[config.mk]
export PLATFORM = sky130hd
export DESIGN_NAME = i2c_config_sequencer
export DESIGN_NICKNAME = d
export VERILOG_FILES = /design/src/rtl/i2c_config_sequencer.sv
export SDC_FILE = /design/constraint.sdc
export NUM_CORES = 1
export LEC_CHECK = 0
export ABC_AREA = 1
export BUFFER_PORTS_ARGS = -buffer_cell sky130_fd_sc_hd__buf_4
export CORE_MARGIN = 1.5
export CORE_UTILIZATION = 40
export DETAILED_ROUTE_END_ITERATION = 10
export REMOVE_ABC_BUFFERS = 1
export SYNTH_ARGS = -nofsm -noshare
export SYNTH_HDL_FRONTEND = slang
export SYNTH_SLANG_ARGS = --single-unit
[constraint.sdc]
create_clock -name clk -period 1.9 [get_ports clk]
set_clock_uncertainty 0.05 [all_clocks]
set_input_delay 0.095 -clock clk [delete_from_list [all_inputs] [get_ports clk]]
set_output_delay 0.095 -clock clk [all_outputs]
set_load 0.01 [all_outputs]
[src/rtl/i2c_config_sequencer.sv]
// I2C write-only config sequencer: streams a 16-bit init table (or host words)
// to one slave as {addr,W}, hi, lo with per-word NACK retry.
module i2c_config_sequencer #(
  parameter int          CLK_DIV     = 125,
  parameter int          NUM_ENTRIES = 11,
  parameter logic [6:0]  DEV_ADDR    = 7'h1A,
  parameter int          MAX_RETRY   = 3,
  localparam int         IW          = (NUM_ENTRIES > 1) ? $clog2(NUM_ENTRIES) : 1
) (
  input  logic          clk,
  input  logic          reset,
  input  logic          start,
  output logic [IW-1:0] tbl_idx,
  input  logic [15:0]   tbl_word,
  input  logic          cmd_valid,
  input  logic [15:0]   cmd_word,
  output logic          cmd_ready,
  output logic          busy,
  output logic          init_done,
  output logic          error,
  output logic [3:0]    retry_cnt,
  output logic          i2c_scl,
  output logic          i2c_sda_oe,
  input  logic          i2c_sda_in
);

  localparam int            DW       = (CLK_DIV > 2) ? $clog2(CLK_DIV) : 1;
  localparam logic [DW-1:0] DIV_LAST = DW'(CLK_DIV - 1);
  localparam logic [IW-1:0] IDX_LAST = IW'(NUM_ENTRIES - 1);

  typedef enum logic [2:0] {
    S_IDLE, S_START, S_BYTE, S_ACK, S_STOP, S_GAP, S_DONE, S_ERR
  } state_t;

  state_t        state_q, state_d;
  logic [DW-1:0] div_q, div_d;
  logic [1:0]    ph_q, ph_d;
  logic [2:0]    bit_q, bit_d;
  logic [1:0]    byte_q, byte_d;
  logic [15:0]   word_q, word_d;
  logic          host_q, host_d;
  logic          nack_q, nack_d;
  logic [IW-1:0] idx_q, idx_d;
  logic [3:0]    retry_q, retry_d;
  logic          init_q, init_d;
  logic          err_q, err_d;

  logic       tick, last_ph;
  logic [7:0] cur_byte;

  always_ff @(posedge clk) begin
    if (reset) begin
      state_q <= S_IDLE;
      div_q   <= '0;
      ph_q    <= '0;
      bit_q   <= '0;
      byte_q  <= '0;
      word_q  <= '0;
      host_q  <= 1'b0;
      nack_q  <= 1'b0;
      idx_q   <= '0;
      retry_q <= '0;
      init_q  <= 1'b0;
      err_q   <= 1'b0;
    end else begin
      state_q <= state_d;
      div_q   <= div_d;
      ph_q    <= ph_d;
      bit_q   <= bit_d;
      byte_q  <= byte_d;
      word_q  <= word_d;
      host_q  <= host_d;
      nack_q  <= nack_d;
      idx_q   <= idx_d;
      retry_q <= retry_d;
      init_q  <= init_d;
      err_q   <= err_d;
    end
  end

  always_comb begin
    state_d = state_q;
    div_d   = div_q;
    ph_d    = ph_q;
    bit_d   = bit_q;
    byte_d  = byte_q;
    word_d  = word_q;
    host_d  = host_q;
    nack_d  = nack_q;
    idx_d   = idx_q;
    retry_d = retry_q;
    init_d  = init_q;
    err_d   = err_q;
    i2c_scl    = 1'b1;
    i2c_sda_oe = 1'b0;

    busy      = (state_q != S_IDLE) && (state_q != S_ERR);
    cmd_ready = (state_q == S_IDLE) && init_q && !start;
    tick      = busy && (div_q == DIV_LAST);
    last_ph   = tick && (ph_q == 2'd3);

    // Divider and phase free-run while busy and sit at zero otherwise, so every
    // transaction starts on a fresh quarter-bit boundary.
    if (busy) begin
      div_d = tick ? '0 : div_q + 1'b1;
      if (tick) ph_d = ph_q + 1'b1;
    end else begin
      div_d = '0;
      ph_d  = '0;
    end

    case (byte_q)
      2'd0:    cur_byte = {DEV_ADDR, 1'b0};
      2'd1:    cur_byte = word_q[15:8];
      default: cur_byte = word_q[7:0];
    endcase

    case (state_q)
      S_IDLE, S_ERR: begin
        if (start) begin
          init_d  = 1'b0;
          err_d   = 1'b0;
          idx_d   = '0;
          retry_d = '0;
          host_d  = 1'b0;
          state_d = S_START;
        end else if (cmd_ready && cmd_valid) begin
          word_d  = cmd_word;
          host_d  = 1'b1;
          retry_d = '0;
          state_d = S_START;
        end
      end
      S_START: begin
        i2c_sda_oe = 1'b1;
        nack_d     = 1'b0;
        // Table words are captured here rather than in IDLE so the holding
        // register always follows the index in effect for this attempt.
        if (!host_q) word_d = tbl_word;
        if (tick && ph_q == 2'd1) begin
          state_d = S_BYTE;
          ph_d    = '0;
          bit_d   = '0;
          byte_d  = '0;
        end
      end
      S_BYTE: begin
        i2c_scl    = ph_q[1];
        i2c_sda_oe = ~cur_byte[3'd7 - bit_q];
        if (last_ph) begin
          bit_d = bit_q + 1'b1;
          if (bit_q == 3'd7) state_d = S_ACK;
        end
      end
      S_ACK: begin
        i2c_scl = ph_q[1];
        if (tick && ph_q == 2'd2) nack_d = i2c_sda_in;
        if (last_ph) begin
          if (nack_q || byte_q == 2'd2) begin
            state_d = S_STOP;
          end else begin
            byte_d  = byte_q + 1'b1;
            state_d = S_BYTE;
          end
        end
      end
      S_STOP: begin
        i2c_scl    = (ph_q != 2'd0);
        i2c_sda_oe = ~ph_q[1];
        if (last_ph) state_d = S_GAP;
      end
      S_GAP: begin
        if (last_ph) begin
          if (nack_q) begin
            if (retry_q < 4'(MAX_RETRY)) begin
              retry_d = retry_q + 4'd1;
              state_d = S_START;
            end else begin
              err_d   = 1'b1;
              state_d = S_ERR;
            end
          end else if (host_q) begin
            state_d = S_DONE;
          end else if (idx_q == IDX_LAST) begin
            init_d  = 1'b1;
            state_d = S_DONE;
          end else begin
            idx_d   = idx_q + 1'b1;
            retry_d = '0;
            state_d = S_START;
          end
        end
      end
      S_DONE:  state_d = S_IDLE;
      default: state_d = S_IDLE;
    endcase
  end

  assign tbl_idx   = idx_q;
  assign init_done = init_q;
  assign error     = err_q;
  assign retry_cnt = retry_q;

endmodule
* Word level (Yosys, flattened, before mapping)
Cells that the tools add are included.
Word-level totals: register bits 45, input port bits 37, word-level logic and storage cells 156
Operators by class: add/subtract/negate cells 7, magnitude comparators 2, eq/ne operators 38, multiplexer cells 62, bitwise gates (word level) 3, reduce and logical (&&, ||, !) cells 32
Operators by type and width (count):
- $mux W16 | 3
- $mux W4 | 12
- $mux W3 | 15
- $ne A2 B2 Y1 const B | 18
- $pmux W16 S2 | 1
- $pmux W3 S7 | 1
- $reduce_and A6 Y1 | 3
- $pmux W4 S2 | 2
- $pmux W8 S2 | 1
- $eq A3 B3 Y1 const B | 5
- $ne A3 B3 Y1 const B | 5
- $mux W2 | 7
- $mux W1 | 12
- $reduce_bool A2 Y1 | 6
- $add A4 B1 Y4 const B | 2
- $logic_and A1 B1 Y1 | 8
- $pmux W1 S2 | 4
- $reduce_and A4 Y1 | 2
- $add A7 B1 Y7 const B | 1
- $eq A7 B7 Y1 const B | 1
- $reduce_and A7 Y1 | 1
- $eq A2 B2 Y1 const B | 3
- $eq A3 B2 Y1 const B | 2
- $pmux W3 S2 | 1
- other kinds (22) | 28

* Logic depth before layout (Yosys ltp)
depth in word-level cells 7, depth in mapped cells 12

* Worst setup path before layout
OpenSTA, ideal clock, no wires.
kind register to register, start point reg idx_q[0], in the netlist tbl_idx[0], end point reg retry_q[0], in the netlist retry_cnt[0], arrival 1.373 ns, required time 1.737 ns, path slack 0.364 ns, cell stages (with the launch flop) 13, period minus slack after synthesis 1.536 ns, cells stage by stage dfxtp_1 > inv_1 > ha_1 > nand3_1 > nand2_1 > nand2_1 > nand2_1 > nand2_1 > nand2_1 > nor2_4 > nand2_1 > nand2_1 > nor2_1
On the way: longest elaborated chain between the ends 3
RTL lines:
- start: declaration | line 43 | logic [IW-1:0] idx_q, idx_d;
- start signal: assignment | line 74 | idx_q <= idx_d;
- $eq A4 B4 Y1 | line 184 | end else if (idx_q == IDX_LAST) begin
- $ne A3 B3 Y1 (no line)
- $reduce_and A6 Y1 (no line)
- end signal: assignment | line 75 | retry_q <= retry_d;
- end: declaration | line 44 | logic [3:0] retry_q, retry_d;
Every way passes these cells. A chain may end at the register's enable or synchronous reset.

* Worst setup path in the final report
start point reg byte_q[0], end point out i2c_sda_oe
On the way: longest elaborated chain between the ends 6, elaborated cells between the ends (all ways) 7, classes of those cells eq/ne (1); mux (4); bitwise (1); reduce/logical (1)
RTL lines:
- start: declaration | line 39 | logic [1:0] byte_q, byte_d;
- start signal: assignment | line 70 | byte_q <= byte_d;
- $eq A2 B1 Y1 or $logic_not A2 Y1 (tied branches) | line 112 | case (byte_q)
- $pmux W8 S2 * | line 112
- $bmux W1 S3 * | line 149 | i2c_sda_oe = ~cur_byte[3'd7 - bit_q];
- $mux W1 (implied by the code) * | line 149
- $not A1 Y1 * | line 149
- $pmux W1 S3 * | line 118 | case (state_q)
- end: declaration | line 23 | output logic i2c_sda_oe,
Every way passes the cells marked *; elsewhere a longest branch is shown, timed or not. The select of a mux whose other input is x is not followed.

==> out/metrics.yaml <==
run_status:
  status: "completed"
power_and_ir_drop:
  p_clk_share_pct: 17.2
  power_frac_seq_pct: 34.5
  power_frac_comb_pct: 48.3
  internal_power_mw: 2.19
  switching_power_mw: 1.64
  power.density_mw_per_mm2: 1130
  cellLeakagePower_nw: 1.57
  sw_frac_of_total_pct: 42.8
  vdd_drop_max_uv: 409
routing:
  vias_per_cell: 4.88
  drc_errors: 0
  drtAntennaViolNets: 0
  drt_wl_total_mm: 6.35
  vias: 2701
  drt_iter0_markers: 114
  dr.pass1.iters: 4
  avgRoutedWirePerCell_um: 11.5
critical_path:
  crit_slowest_cell: "dfxtp_2"
  ff2ff_setup_slack_ns: 0.20
  cp_top_family: "simple AND/OR/NAND/NOR gates"
  critPathMaxFanout: 5
  cp_common_cell: "nand2_1"
  cp-end-kind: "primary output"
  worstPathCellList: "buf_6 -> ha_4 -> nor2_4 -> nand2_1 -> o211ai_1 -> nand2_1 -> o21ai_1 -> nand2_1 -> nand3_2 -> nand2_2 -> buf_6"
  worst_ep_required_time_ns: 1.75
  crit_cells: 11
  worstSetupEndpoint: "i2c_sda_oe"
  cpPeakStageDelay_ns: 0.33
  crit_type: "reg2out"
  timing.rr.end: "retry_cnt[0]"
  reg2reg_depth: 9
  critPathLaunch: "byte_q[0]"
  cp.arrival_ns: 1.72
  startpoint_type: "flop"
  reg2reg_from: "state_q[1]"
  cp.buffers_inverters: 2
layout:
  fillers: 716
  n_antenna_cell: 0
  area_growth_pct: 23.7
  final_layout_size_suffix_gt1_share_pct: 22.0
  finish.utilization_pct: 50.5
  nets: 523
  final_cells: 553
die:
  die_area_mm2: 0.00737
  std_cell_rows: 30
  initial_core_util_pct: 40.9
  io_pins: 51
  core-area_mm2: 0.00672
  die_x_um: 85.8
  fp.dieH_um: 85.8
logic_synthesis:
  synth_top_area_cell: "dfxtp_1"
  synthTopCellsByArea: "dfxtp_1 (33%), nand2_1 (19%), nand3_1 (6.7%)"
  ys_seq_area_share_pct: 32.8
  synth_area_mm2: 0.00275
  avgSynthCellArea_um2: 6.61
  yosys_register_bits: 45
  synth_edf_count: 0
  ys_async_sr_fraction_pct: 0
  syn_inst: 415
  synth_top_cell_area_share_pct: 32.8
  ys_types: 31
  yosysWarnings: 0
  synthFlopType: "dfxtp_1"
timing:
  finalCritPeriodShare_pct: 98.0
  grt_setup_unrepaired: "yes"
  relSlewSlack_pct: 65.8
  max_freq_mhz: 537
  slew_violations: 0
  finalSetupTns_ns: 0
  min_period_ns: 1.86
  finalSetupViolCount: 0
  tightest_slew_ns: 0.513
  hold_violations: 0
clock_network:
  cts_max_path_buffers: 2
  cts_tree: "built"
  cts_made_buffers: 5
  cts-root-buf: "clkbuf_8"
  clk_latency_ns: 0.30
  numClockSinks: 45
  h-tree-depth: 2
  path_clk_slew_ns: 0.08
placed_design:
  io_buffers: 50
  dp.cells: 540
  hpwl_mm: 4.68
  gp_congestion: 0.886
global_route:
  grt_antenna_before_repair: 0
  grt_pass1_wl_mm: 10.8
  grtUsageTotal_pct: 17.9
  grt_pass1_vias: 2391
  overflow: 0
  grt_max_degree: 23
min_path:
  hp-class: "in2reg"
run:
  max-cap-violations: 0
## layout make-up
cell class / count / area (um2) / share of cell area (%)
Multi-Input combinational cell: 313 / 1640 / 48.3
Tap cell: 80 / 100 / 2.95
Clock buffer: 7 / 96.3 / 2.84
Inverter: 45 / 169 / 4.97
Sequential cell: 45 / 905 / 26.6
Timing Repair Buffer: 62 / 479 / 14.1
Clock inverter: 1 / 5.00 / 0.147
## sequential cells by signal, summed over array words and instances, names as in the netlist
| register | count |
|---|---|
| state_q | 3 |
| error | 1 |
| div_q | 7 |
| byte_q | 2 |
| word_q | 16 |
| ph_q | 2 |
| host_q | 1 |
| retry_cnt | 4 |
| init_done | 1 |
| bit_q | 3 |
| nack_q | 1 |
| tbl_idx | 4 |
## timing repair
item	CTS	global route
buffers inserted	1	3
gates resized for setup	15	6
endpoints found under the setup margin	1	10
hold buffers	1	0
pin swaps	5	10
endpoints found under the hold margin	1	0
## metrics by stage
step / worst slack [ns] / cell area [um2] / hold WS [ns] / power (mW)
after global placement: 0.0869 / 3200 / 0.314 / 3.11
after CTS: 0.00677 / 3370 / 0.0578 / 3.84
after global routing: -0.126 / 3400 / 0.0545 / 4.17
final: 0.0386 / 3400 / 0.0569 / 3.83
after detailed placement: 0.0353 / 3200 / 0.316 / 3.12
after floorplan: -0.184 / 2670 / 0.114 / 2.54
## layout by cell type (no fill, tap or decap), types with 2 or more instances in the layout
master    count
dfxtp_2       3
buf_4        58
ha_1         12
o21ai_2       2
nand3_2       4
nand3b_1      2
dfxtp_1      42
nand2_4       2
buf_6         3
inv_1        39
inv_2         6
nand2_2       2
o211ai_1      4
ha_4          2
nor2_4        6
nor3_1        3
nor2_1       37
nand2_1     135
nand3_1      36
clkbuf_8      7
a21oi_1      33
nand4_1       3
nor2_2        2
o21ai_0      11
xor2_1        4
o21ai_1       5
or2_2         2
## routing by layer
metal / wire length (um) / global-route usage [%] / vias up
li1: - / - / 1439
met1: 3060 / 24.2 / 1219
met2: 3020 / 29.9 / 39
met3: 229 / 2.98 / 4
met4: 38 / 4.25 / 0
met5: 0 / 0 / -
## kinds of logic (layout without fill, tap and decap cells)
logic type               count (synthesis)  in the layout  synth area share [%]
flip-flops                              45             45                  32.8
XOR/XNOR                                 5              5                  1.60
AND/OR/NAND/NOR                        236            236                  38.5
AO/OA/AOI/OAI                           58             58                  11.7
buffers and inverters                   57            115                  8.98
adder cells (fa/ha/maj)                 14             14                  6.38
## worst reg2reg max path, delay by kind of cell (launching register included)
kind	cells	cell delay (ns)
flops	1	0.54
buf+inv	2	0.24
simple gates	7	0.77
## worst min-delay path by stage
| stage | to | depth (start not counted) | from | slack (ns) |
|---|---|---|---|---|
| final | host_q | 3 | cmd_valid | 0.06 |
| after global routing | host_q | 3 | cmd_valid | 0.05 |
| after CTS | host_q | 3 | cmd_valid | 0.06 |
| after detailed placement | nack_q | 3 | i2c_sda_in | 0.32 |
| after global placement | nack_q | 3 | i2c_sda_in | 0.31 |
| after floorplan | bit_q[1] | 1 | reset | 0.11 |
## synth_stat cells, drive strengths merged, types with 2 or more instances
master and number:
buf 10, nand4 3, ha 14, o211ai 4
dfxtp 45, inv 45, nor3 3, or2 2
nor2 45, o21ai 18, nand3b 2, nand2 139
a21oi 35, clkbuf 2, nand3 41, xor2 4
## power by group through the flow
stage | Sequential, mW | Clock (mW) | Combinational, mW
2_1_floorplan | 1.32 | 0 | 1.23
3_3_place_gp | 1.33 | 0 | 1.78
3_5_place_dp | 1.34 | 0 | 1.79
4_1_cts | 1.32 | 0.668 | 1.85
5_1_grt | 1.35 | 0.715 | 2.10
6_report | 1.32 | 0.659 | 1.85
No activity file was read; power rests on OpenSTA's default activity.
